`src/rtl/edid_block_parser.sv`:
```
// EDID base-block parser: header/checksum validation plus identity and first-DTD field extraction.
// Optional raw byte store with registered read port when EDID_RAW_STORE_EN is defined.
module edid_block_parser #(
  parameter int BLOCK_BYTES = 128,
  parameter int DTD_OFFSET  = 54
) (
  input  logic        clk,
  input  logic        rst_n,
  input  logic        start,
  input  logic        byte_valid,
  input  logic [7:0]  byte_data,
  output logic        busy,
  output logic        done,
  output logic        header_ok,
  output logic        checksum_ok,
  output logic [15:0] mfg_id,
  output logic [15:0] product_code,
  output logic [7:0]  ext_count,
  output logic [15:0] pixel_clk_10khz,
  output logic [11:0] h_active,
  output logic [11:0] v_active,
  output logic [6:0]  byte_idx,
  output logic        overrun
`ifdef EDID_RAW_STORE_EN
  ,
  input  logic [6:0]  rd_addr,
  output logic [7:0]  rd_data
`endif
);

  typedef enum logic [2:0] {IDLE, HEADER, BODY, DONE, ABORT} state_t;

  localparam logic [6:0] LAST_IDX  = 7'(BLOCK_BYTES - 1);
  localparam logic [6:0] HDR_LAST  = 7'd7;
  localparam logic [6:0] MFG_HI    = 7'd8;
  localparam logic [6:0] MFG_LO    = 7'd9;
  localparam logic [6:0] PROD_LO   = 7'd10;
  localparam logic [6:0] PROD_HI   = 7'd11;
  localparam logic [6:0] EXT_IDX   = 7'd126;
  localparam logic [6:0] PCLK_LO   = 7'(DTD_OFFSET);
  localparam logic [6:0] PCLK_HI   = 7'(DTD_OFFSET + 1);
  localparam logic [6:0] HACT_LO   = 7'(DTD_OFFSET + 2);
  localparam logic [6:0] HACT_HI   = 7'(DTD_OFFSET + 4);
  localparam logic [6:0] VACT_LO   = 7'(DTD_OFFSET + 5);
  localparam logic [6:0] VACT_HI   = 7'(DTD_OFFSET + 7);

  state_t      state_q;
  logic [7:0]  acc_q;
  logic [7:0]  acc_d;
  logic [7:0]  hdr_exp_d;
  logic [6:0]  byte_idx_q;
  logic        busy_q, done_q, header_ok_q, checksum_ok_q, overrun_q;
  logic [15:0] mfg_id_q, product_code_q, pixel_clk_q;
  logic [7:0]  ext_count_q;
  logic [11:0] h_active_q, v_active_q;

  always_comb begin
    acc_d     = acc_q + byte_data;
    hdr_exp_d = (byte_idx_q == 7'd0 || byte_idx_q == HDR_LAST) ? 8'h00 : 8'hFF;
  end

  // start outranks every state and any coincident byte_valid
  always_ff @(posedge clk) begin
    if (!rst_n) begin
      state_q        <= IDLE;
      acc_q          <= 8'h00;
      byte_idx_q     <= 7'd0;
      busy_q         <= 1'b0;
      done_q         <= 1'b0;
      header_ok_q    <= 1'b0;
      checksum_ok_q  <= 1'b0;
      overrun_q      <= 1'b0;
      mfg_id_q       <= 16'h0;
      product_code_q <= 16'h0;
      pixel_clk_q    <= 16'h0;
      ext_count_q    <= 8'h0;
      h_active_q     <= 12'h0;
      v_active_q     <= 12'h0;
    end else if (start) begin
      state_q        <= HEADER;
      acc_q          <= 8'h00;
      byte_idx_q     <= 7'd0;
      busy_q         <= 1'b1;
      done_q         <= 1'b0;
      header_ok_q    <= 1'b0;
      checksum_ok_q  <= 1'b0;
      overrun_q      <= 1'b0;
      mfg_id_q       <= 16'h0;
      product_code_q <= 16'h0;
      pixel_clk_q    <= 16'h0;
      ext_count_q    <= 8'h0;
      h_active_q     <= 12'h0;
      v_active_q     <= 12'h0;
    end else begin
      case (state_q)
        IDLE: ;
        HEADER: if (byte_valid) begin
          acc_q      <= acc_d;
          byte_idx_q <= byte_idx_q + 7'd1;
          if (byte_data != hdr_exp_d) begin
            state_q     <= ABORT;
            done_q      <= 1'b1;
            busy_q      <= 1'b0;
            header_ok_q <= 1'b0;
          end else if (byte_idx_q == HDR_LAST) begin
            state_q     <= BODY;
            header_ok_q <= 1'b1;
          end
        end
        BODY: if (byte_valid) begin
          acc_q <= acc_d;
          if (byte_idx_q == MFG_HI)  mfg_id_q[15:8]       <= byte_data;
          if (byte_idx_q == MFG_LO)  mfg_id_q[7:0]        <= byte_data;
          if (byte_idx_q == PROD_LO) product_code_q[7:0]  <= byte_data;
          if (byte_idx_q == PROD_HI) product_code_q[15:8] <= byte_data;
          if (byte_idx_q == EXT_IDX) ext_count_q          <= byte_data;
          if (byte_idx_q == PCLK_LO) pixel_clk_q[7:0]     <= byte_data;
          if (byte_idx_q == PCLK_HI) pixel_clk_q[15:8]    <= byte_data;
          if (byte_idx_q == HACT_LO) h_active_q[7:0]      <= byte_data;
          if (byte_idx_q == HACT_HI) h_active_q[11:8]     <= byte_data[7:4];
          if (byte_idx_q == VACT_LO) v_active_q[7:0]      <= byte_data;
          if (byte_idx_q == VACT_HI) v_active_q[11:8]     <= byte_data[7:4];
          // byte_idx parks on the last index until the next start
          if (byte_idx_q == LAST_IDX) begin
            checksum_ok_q <= (acc_d == 8'h00);
            done_q        <= 1'b1;
            busy_q        <= 1'b0;
            state_q       <= DONE;
          end else begin
            byte_idx_q <= byte_idx_q + 7'd1;
          end
        end
        DONE, ABORT: if (byte_valid) overrun_q <= 1'b1;
        default: state_q <= IDLE;
      endcase
    end
  end

  assign busy            = busy_q;
  assign done            = done_q;
  assign header_ok       = header_ok_q;
  assign checksum_ok     = checksum_ok_q;
  assign mfg_id          = mfg_id_q;
  assign product_code    = product_code_q;
  assign ext_count       = ext_count_q;
  assign pixel_clk_10khz = pixel_clk_q;
  assign h_active        = h_active_q;
  assign v_active        = v_active_q;
  assign byte_idx        = byte_idx_q;
  assign overrun         = overrun_q;

`ifdef EDID_RAW_STORE_EN
  logic [7:0] mem_q [BLOCK_BYTES];
  logic [7:0] rd_data_q;

  // Array is deliberately left uninitialised so it maps onto block RAM
  always_ff @(posedge clk) begin
    if (byte_valid && !start && (state_q == HEADER || state_q == BODY))
      mem_q[byte_idx_q] <= byte_data;
  end

  always_ff @(posedge clk) begin
    if (!rst_n) rd_data_q <= 8'h00;
    else        rd_data_q <= mem_q[rd_addr];
  end

  assign rd_data = rd_data_q;
`endif

endmodule

```
`config.mk`:
```
export PLATFORM = sky130hd
export DESIGN_NAME = edid_block_parser
export DESIGN_NICKNAME = d
export VERILOG_FILES = /design/src/rtl/edid_block_parser.sv
export SDC_FILE = /design/constraint.sdc
export NUM_CORES = 1
export LEC_CHECK = 0
export CAP_MARGIN = 20
export CORE_UTILIZATION = 30
export CTS_CLUSTER_DIAMETER = 60
export DETAILED_ROUTE_END_ITERATION = 6
export GPL_TIMING_DRIVEN = 0
export PLACE_DENSITY = 0.6
export SYNTH_ARGS = -nofsm -noshare
export SYNTH_HDL_FRONTEND = slang
export SYNTH_SLANG_ARGS = --single-unit
```
`constraint.sdc`:
```
create_clock -name clk -period 3 [get_ports clk]
set_clock_uncertainty 0.2 [all_clocks]
set_input_delay 0.3 -clock clk [delete_from_list [all_inputs] [get_ports clk]]
set_output_delay 0.3 -clock clk [all_outputs]
set_load 0.02 [all_outputs]
```
## Word level (Yosys, flattened, before mapping)

Cells that the tools add are included.

| word-level totals | value |
|---|---|
| ROM bits | 0 |
| memories | 0 |
| word-level logic and storage cells | 110 |
| register bits | 103 |
| output and inout port bits | 92 |
| input bits | 12 |
| bits in latches | 0 |
| bits in writable memories | 0 |

| operators by class | value |
|---|---|
| equality and inequality tests | 30 |
| bitwise logic cells | 2 |
| muxes and demuxes | 25 |
| magnitude comparators | 0 |
| div/mod/pow operators | 0 |
| shift operators | 0 |
| reduce and logical (&&, ||, !) cells | 31 |
| add/sub/neg operators | 2 |
| multiply operators | 0 |

Operators with widths:

| cell | count |
|---|---|
| == test 7 x 6 -> 1 bit (second input constant) | 6 |
| AND reduction 3 bit | 13 |
| == test 7 x 4 -> 1 bit (second input constant) | 4 |
| two-way mux 7 bit | 3 |
| AND reduction 5 bit | 4 |
| two-way mux 3 bit | 5 |
| != test 3 bit (second input constant) | 5 |
| == test 7 bit (second input constant) | 2 |
| one-hot mux 7 bit (2 select lines) | 1 |
| two-way mux 1 bit | 12 |
| != test 2 bit (second input constant) | 5 |
| one-hot mux 3 bit (3 select lines) | 1 |
| adder 8 bit | 1 |
| logical NOT 8 bit | 1 |
| two-way mux 8 bit | 1 |
| != test 8 bit | 1 |
| adder 7 x 1 -> 7 bit (second input constant) | 1 |
| == test 7 x 3 -> 1 bit (second input constant) | 1 |
| logical NOT 7 bit | 1 |
| == test 3 x 2 -> 1 bit (second input constant) | 2 |
| OR reduction 2 bit | 3 |
| != test 4 bit (second input constant) | 1 |
| one-hot mux 1 bit (2 select lines) | 2 |
| AND reduction 2 bit | 2 |
| 10 further kinds | 12 |

## Longest topological paths before layout

| logic depth | value |
|---|---|
| depth after elaboration | 8 |
| depth in mapped cells | 8 |
| depth with buffers taken out | 8 |

## Worst setup path before layout

Ideal clock, no wire load.

| timing path | value |
|---|---|
| path type | input-to-reg |
| from | input byte_data[0] |
| to | register checksum_ok_q, in the netlist checksum_ok |
| stages on the path | 8 |
| path buffers | 0 |
| required time | 2.741 ns |
| library setup time | 0.059 ns |
| slack | 0.640 ns |
| arrival | 2.101 ns |
| cell sequence | ha_1 -> fa_1 -> a21o_1 -> a21oi_1 -> xnor2_1 -> or4_1 -> nor4_2 -> a31o_1 |

| on the way | value |
|---|---|
| longest elaborated chain between the ends | 2 |

RTL lines:

| element | RTL line | text |
|---|---|---|
| start, declared | 11 | `input logic [7:0] byte_data,` |
| adder 8 bit | 58 | `acc_d = acc_q + byte_data;` |
| logical NOT 8 bit | 125 | `checksum_ok_q <= (acc_d == 8'h00);` |
| end signal, assigned | 125 |  |
| end, declared | 52 | `logic busy_q, done_q, header_ok_q, checksum_ok_q, overrun_q;` |

Every way passes these cells.
A chain may end at the register's enable or synchronous reset.

## Final worst setup path

Same ends and word-level chain as after synthesis.

==> metrics.cfg <==
[outcome]
outcome = complete, no violations

[cells_and_area]
fin_area_um2 = 5849
fill_cells = 1369
diodes = 0
nets = 638
drive_above_1_share = 0.05170
areaGrowthSynthToFinish_pct = 35.66

[synthesis]
synth_area_um2 = 4312
synth_most_common_cell = dfxtp_1
synth_cells = 500
synth_seq_area_share = 0.4782
syn_area_per_cell_um2 = 8.623
synth-edff-count = 0
synth_common_cells = dfxtp_1 (103), nand2_1 (98), a21oi_1 (59)
synth.top_cell.area_share = 0.4782
synth_nets = 524
yosys_register_bits = 103
yosysWarnings = 0
synth_flop_cell = dfxtp_1
ys_top_cells_by_area = dfxtp_1 (48%), mux2i_1 (8.6%), nand2_1 (8.5%), a21oi_1 (6.8%), nor2_1 (4.5%)
ys_types = 39
ys_async_sr_fraction = 0
yosys.area.top_type = dfxtp_1

[die]
rows = 43
die_width_um = 121.9
die_y_um = 121.9
initial_core_util = 0.3094
io_pins = 104
core_um2 = 13930
die_area_um2 = 14860

[sta]
rsz0062_at_grt = no
fmax_mhz = 374.8
slew_violations = 0
final-hold-violation-count = 0
setup_ws_ps = 332.0
fin_tns_setup_ps = 0
setup_viol = 0
min_period_ps = 2668
worstMarginPinSlew_ps = 834.7
finalCritPeriodShare = 0.8893
timing.hold.ws_ps = 244.9
slew_headroom = 0.4405

[placed_design]
hpwl_mm = 8.904
gp_congestion = 0.7958
place_area_um2 = 5568
io_buffers = 103
pre_cts_ws_ps = -3.267

[cts]
cts_made_buffers = 9
cts_buffer_depth = 2
hold_buffers = 0
tritoncts = done
cts-resized-gates = 0
clk_pin_slew_ps = 70
insertion_delay_ps = 360
cts.sink_count = 103
htreeDepth = 3
cts_setup_buffers = 0
root_buffer = clkbuf_16

[drt]
wl_mm = 12.49
wl_per_cell_um = 15.63
ant_nets = 0
vias_per_cell = 4.834
drt_iter0_drc = 233
vias = 3862
dr.pass1.iters = 5
drc = 0

[min_path]
worst_hold_path_type = flip-flop to flip-flop

[setup_path]
reg2reg_to = checksum_ok
critPathMaxFanout = 3
cp.required_ps = 3100
r2r_start = byte_idx[0]
worstPathArrival_ps = 2770
regToRegSetupSlack_ps = 460
endpoint = checksum_ok
critical_path.endpoint_type = flip-flop
path_class = input port to flip-flop
worstRegToRegCells = 6
cp-start-kind = input port
crit_path_start = byte_data[0]

[global_route]
overflow = 0
grt_pass1_wl_mm = 19.67
antenna_found_initial = 0
grt_pass1_vias = 3704
grt_usage = 0.1764
grt_max_degree = 19

[pwr]
p_leak_nw = 1.831
powerDensity_nw_per_um2 = 451.9
vdd_drop_max_uv = 237.7

[flow_run]
drv_cap = 0

[layout by cell type, fill, tap and decap left out, types with 9 or more instances in the layout]
cell type / Yosys / layout
a21oi_1: 59 / 59
clkbuf_1: 26 / 26
clkbuf_16: 0 / 9
clkdlybuf4s50_1: 0 / 103
dfxtp_1: 103 / 103
ha_1: 11 / 11
mux2i_1: 37 / 37
nand2_1: 98 / 98
nand3_1: 26 / 26
nor2_1: 52 / 52
xnor2_1: 9 / 9
[registers in the layout (all words and copies together) (netlist names), 3 cells and up]
| register | flops |
|---|---|
| acc_q | 8 |
| byte_idx | 7 |
| ext_count | 8 |
| h_active | 12 |
| mfg_id | 16 |
| pixel_clk_10khz | 16 |
| product_code | 16 |
| state_q | 3 |
| v_active | 12 |
[worst max-delay path, stage by stage]
cell             delay [ps]
clkdlybuf4s50_1         460
ha_1                    270
fa_1                    430
a21o_1                  180
a21oi_1                 180
xnor2_1                 110
or4_1                   560
nor4_2                  170
a31o_1                  120
[logic make-up after synthesis]
group                      count (synthesis)  share of synthesized area
AOI/OAI and AO/OA                         84                     0.1077
buffers and inverters                     34                    0.03134
DFF                                      103                     0.4782
and+or+nand+nor                          217                     0.2339
adders and majority gates                 12                    0.03656
muxes                                     37                    0.08590
xor gates and xnor gates                  13                    0.02641
[how the worst min path moves through the flow]
stage,from,endpoint,cells past startpoint
2_1_floorplan,byte_valid,state_q[0],1
3_3_place_gp,busy,busy,2
3_5_place_dp,busy,busy,2
4_1_cts,busy,busy,2
5_1_grt,mfg_id[2],mfg_id[2],2
6_report,busy,busy,2
[area by class of cell]
type / count / area (um2) / share of cell area
Clock inverter: 7 / 56.30 / 0.009626
Buffer: 32 / 127.6 / 0.02182
Sequential cell: 103 / 2062 / 0.3525
Inverter: 2 / 7.507 / 0.001283
Tap cell: 180 / 225.2 / 0.03850
Clock buffer: 9 / 225.2 / 0.03850
Timing Repair Buffer: 103 / 1031 / 0.1763
Multi-Input combinational cell: 363 / 2115 / 0.3615
[power breakdown]
part | internal [mW] | leakage [nW] | switching [mW]
registers | 1.37 | 0.830 | 0.00478
logic | 0.0486 | 0.866 | 0.0937
clock network | 0.573 | 0.135 | 0.553
[routing by layer]
| metal | vias to the layer above | track usage | wire length (um) |
|---|---|---|---|
| li1 | 1911 | - | - |
| met1 | 1821 | 0.2289 | 5546 |
| met2 | 114 | 0.2754 | 5769 |
| met3 | 16 | 0.04682 | 909 |
| met4 | 0 | 0.07253 | 263 |
| met5 | - | 0 | 0 |
[stage by stage]
stage          power [mW]  utilization  instances
2_1_floorplan       1.487            -        500
3_3_place_gp        1.549       0.3996        783
3_5_place_dp        1.551       0.3996        783
4_1_cts             2.676       0.4198        799
5_1_grt             2.745       0.4198        799
6_report            2.643       0.4198        799
Power figures use the tool's default switching activity.
==> RTL change, RTL diff (config.mk and constraints unchanged) <==
The 5 states of `state_t` get a one-hot encoding in 5 bits.
--- a/src/rtl/edid_block_parser.sv
+++ b/src/rtl/edid_block_parser.sv
@@ -28,7 +28,7 @@
 `endif
 );
 
-  typedef enum logic [2:0] {IDLE, HEADER, BODY, DONE, ABORT} state_t;
+  typedef enum logic [4:0] {IDLE = 5'b00001, HEADER = 5'b00010, BODY = 5'b00100, DONE = 5'b01000, ABORT = 5'b10000} state_t;
 
   localparam logic [6:0] LAST_IDX  = 7'(BLOCK_BYTES - 1);
   localparam logic [6:0] HDR_LAST  = 7'd7;
Function: same outputs for any inputs over 4 cycles, from zero or initial values and one cycle with rst_n low; so few cycles prove little.
==> RTL change against the unedited design <==
- the run now ends with design-rule violations left
- synthesized cell count increased by 7.8%
- sequential share of layout area decreased by 0.94 points
- setup slack got worse by 0.077 ns
- area after synthesis increased by 6.1%
- sequential cell count increased by 2
- routed wire length increased by 10%
- via count increased by 9.6%
- count of clock-buffer cells in the layout increased by 2
- power increased by 2.3%
- final area increased by 4.7%
- worst hold slack improved by 0.0078 ns
- largest cell class unchanged
- highest routed layer unchanged
==> RTL change: results <==
export IMPL_fillers=1489
export IMPL_synth_fp_nets=563
export IMPL_htree_levels=3
export IMPL_crit_fanout=7
export IMPL_p_leak_uw=0.00216
export IMPL_drt_total_wl_mm=13.8
export IMPL_firstDrtPassIters=7
export IMPL_routabilityCongestion=0.863
export IMPL_vias=4231
export IMPL_max_slew_margin=0.485
export IMPL_drc_errors=7
export IMPL_synthTopCellsByCount="105 x dfxtp_1, 83 x nand2_1, 68 x a21oi_1, 56 x nand3_1, 44 x nor2_1"
export IMPL_status="complete, but fails checks"
export IMPL_drive_above_1_share=0.0562
export IMPL_ys_top_cells_by_area="dfxtp_1 46%, a21oi_1 7.4%, nand2_1 6.8%"
export IMPL_nets=677
export IMPL_power_share_switching=0.239
export IMPL_reg2reg_setup_slack_ns=0.26
export IMPL_grt_pass1_wl_mm=21.9
export IMPL_synth_distinct_cells=56
export IMPL_internal_power_uw=2060
export IMPL_hpwl_mm=10.2
export IMPL_first_iter_violations=339
export IMPL_synth_main_ff_cell="dfxtp_1"
export IMPL_track_usage=0.181
export IMPL_placed_cell_area_um2=5840
export IMPL_holdWs_ns=0.253
export IMPL_grt_max_degree=18
export IMPL_seq_area_frac_synth=0.459
export IMPL_worst_ep_arrival_time_ns=2.83
export IMPL_hold_buffers=0
export IMPL_violations="design-rule violations"
export IMPL_ir_worst_vdd_mv=0.316
RTL change: cell count changes after synthesis, sizes merged, moves of 4 or more:
cell	unedited run	this run
a21oi	60	68
buf	6	10
clkbuf	26	30
inv	2	6
mux2i	37	29
nand2	98	83
nand3	26	56
nand4	4	9
nor2	56	44
nor4	1	7
RTL change: worst max-delay path, cell delays in order (launching register included):
cell and delay [ns]:
dfxtp_1 0.48, ha_1 0.24, nand2_1 0.12, nor4_1 0.66, a211oi_1 0.19, or4b_2 0.65, a21oi_1 0.13
RTL change: final timing paths:
check                  to          from  depth (start not counted)
min reg2reg  h_active[10]  h_active[10]                          2
max            state_q[3]   byte_idx[0]                          6
max reg2reg    state_q[3]   byte_idx[0]                          6
min          h_active[10]  h_active[10]                          2
RTL change: metrics by stage:
stage	std cells	setup slack, ns
2_1_floorplan	539	0.486
3_3_place_gp	826	0.0400
3_5_place_dp	826	0.0234
4_1_cts	842	0.253
5_1_grt	842	0.112
6_report	842	0.255
RTL change: layout make-up:
type	count	area (µm²)	share of cell area
clock inverters	5	37.5	0.00613
clock buffers	11	253	0.0412
plain buffers	40	164	0.0268
multi-input cells	388	2290	0.373
repair buffers	103	1030	0.168
inverters	6	22.5	0.00368
well taps	184	230	0.0376
flip-flops and latches	105	2100	0.343
RTL change: metal layers:
metal,vias up,part of all wire,GRT usage,wire (µm)
met5,-,0,0,0
met4,0,0.011,0.0746,155
met3,14,0.063,0.0479,870
met2,112,0.49,0.307,6760
met1,1995,0.43,0.216,5990
li1,2110,-,-,-
RTL change: cells by family after synthesis:
logic type | count (synthesis) | synth area share
AOI/OAI and AO/OA | 106 | 0.138
muxes | 30 | 0.0659
adders and majority gates | 12 | 0.0345
and+or+nand+nor | 230 | 0.242
buffers and inverters | 46 | 0.0407
DFF | 105 | 0.459
xor gates and xnor gates | 10 | 0.0191
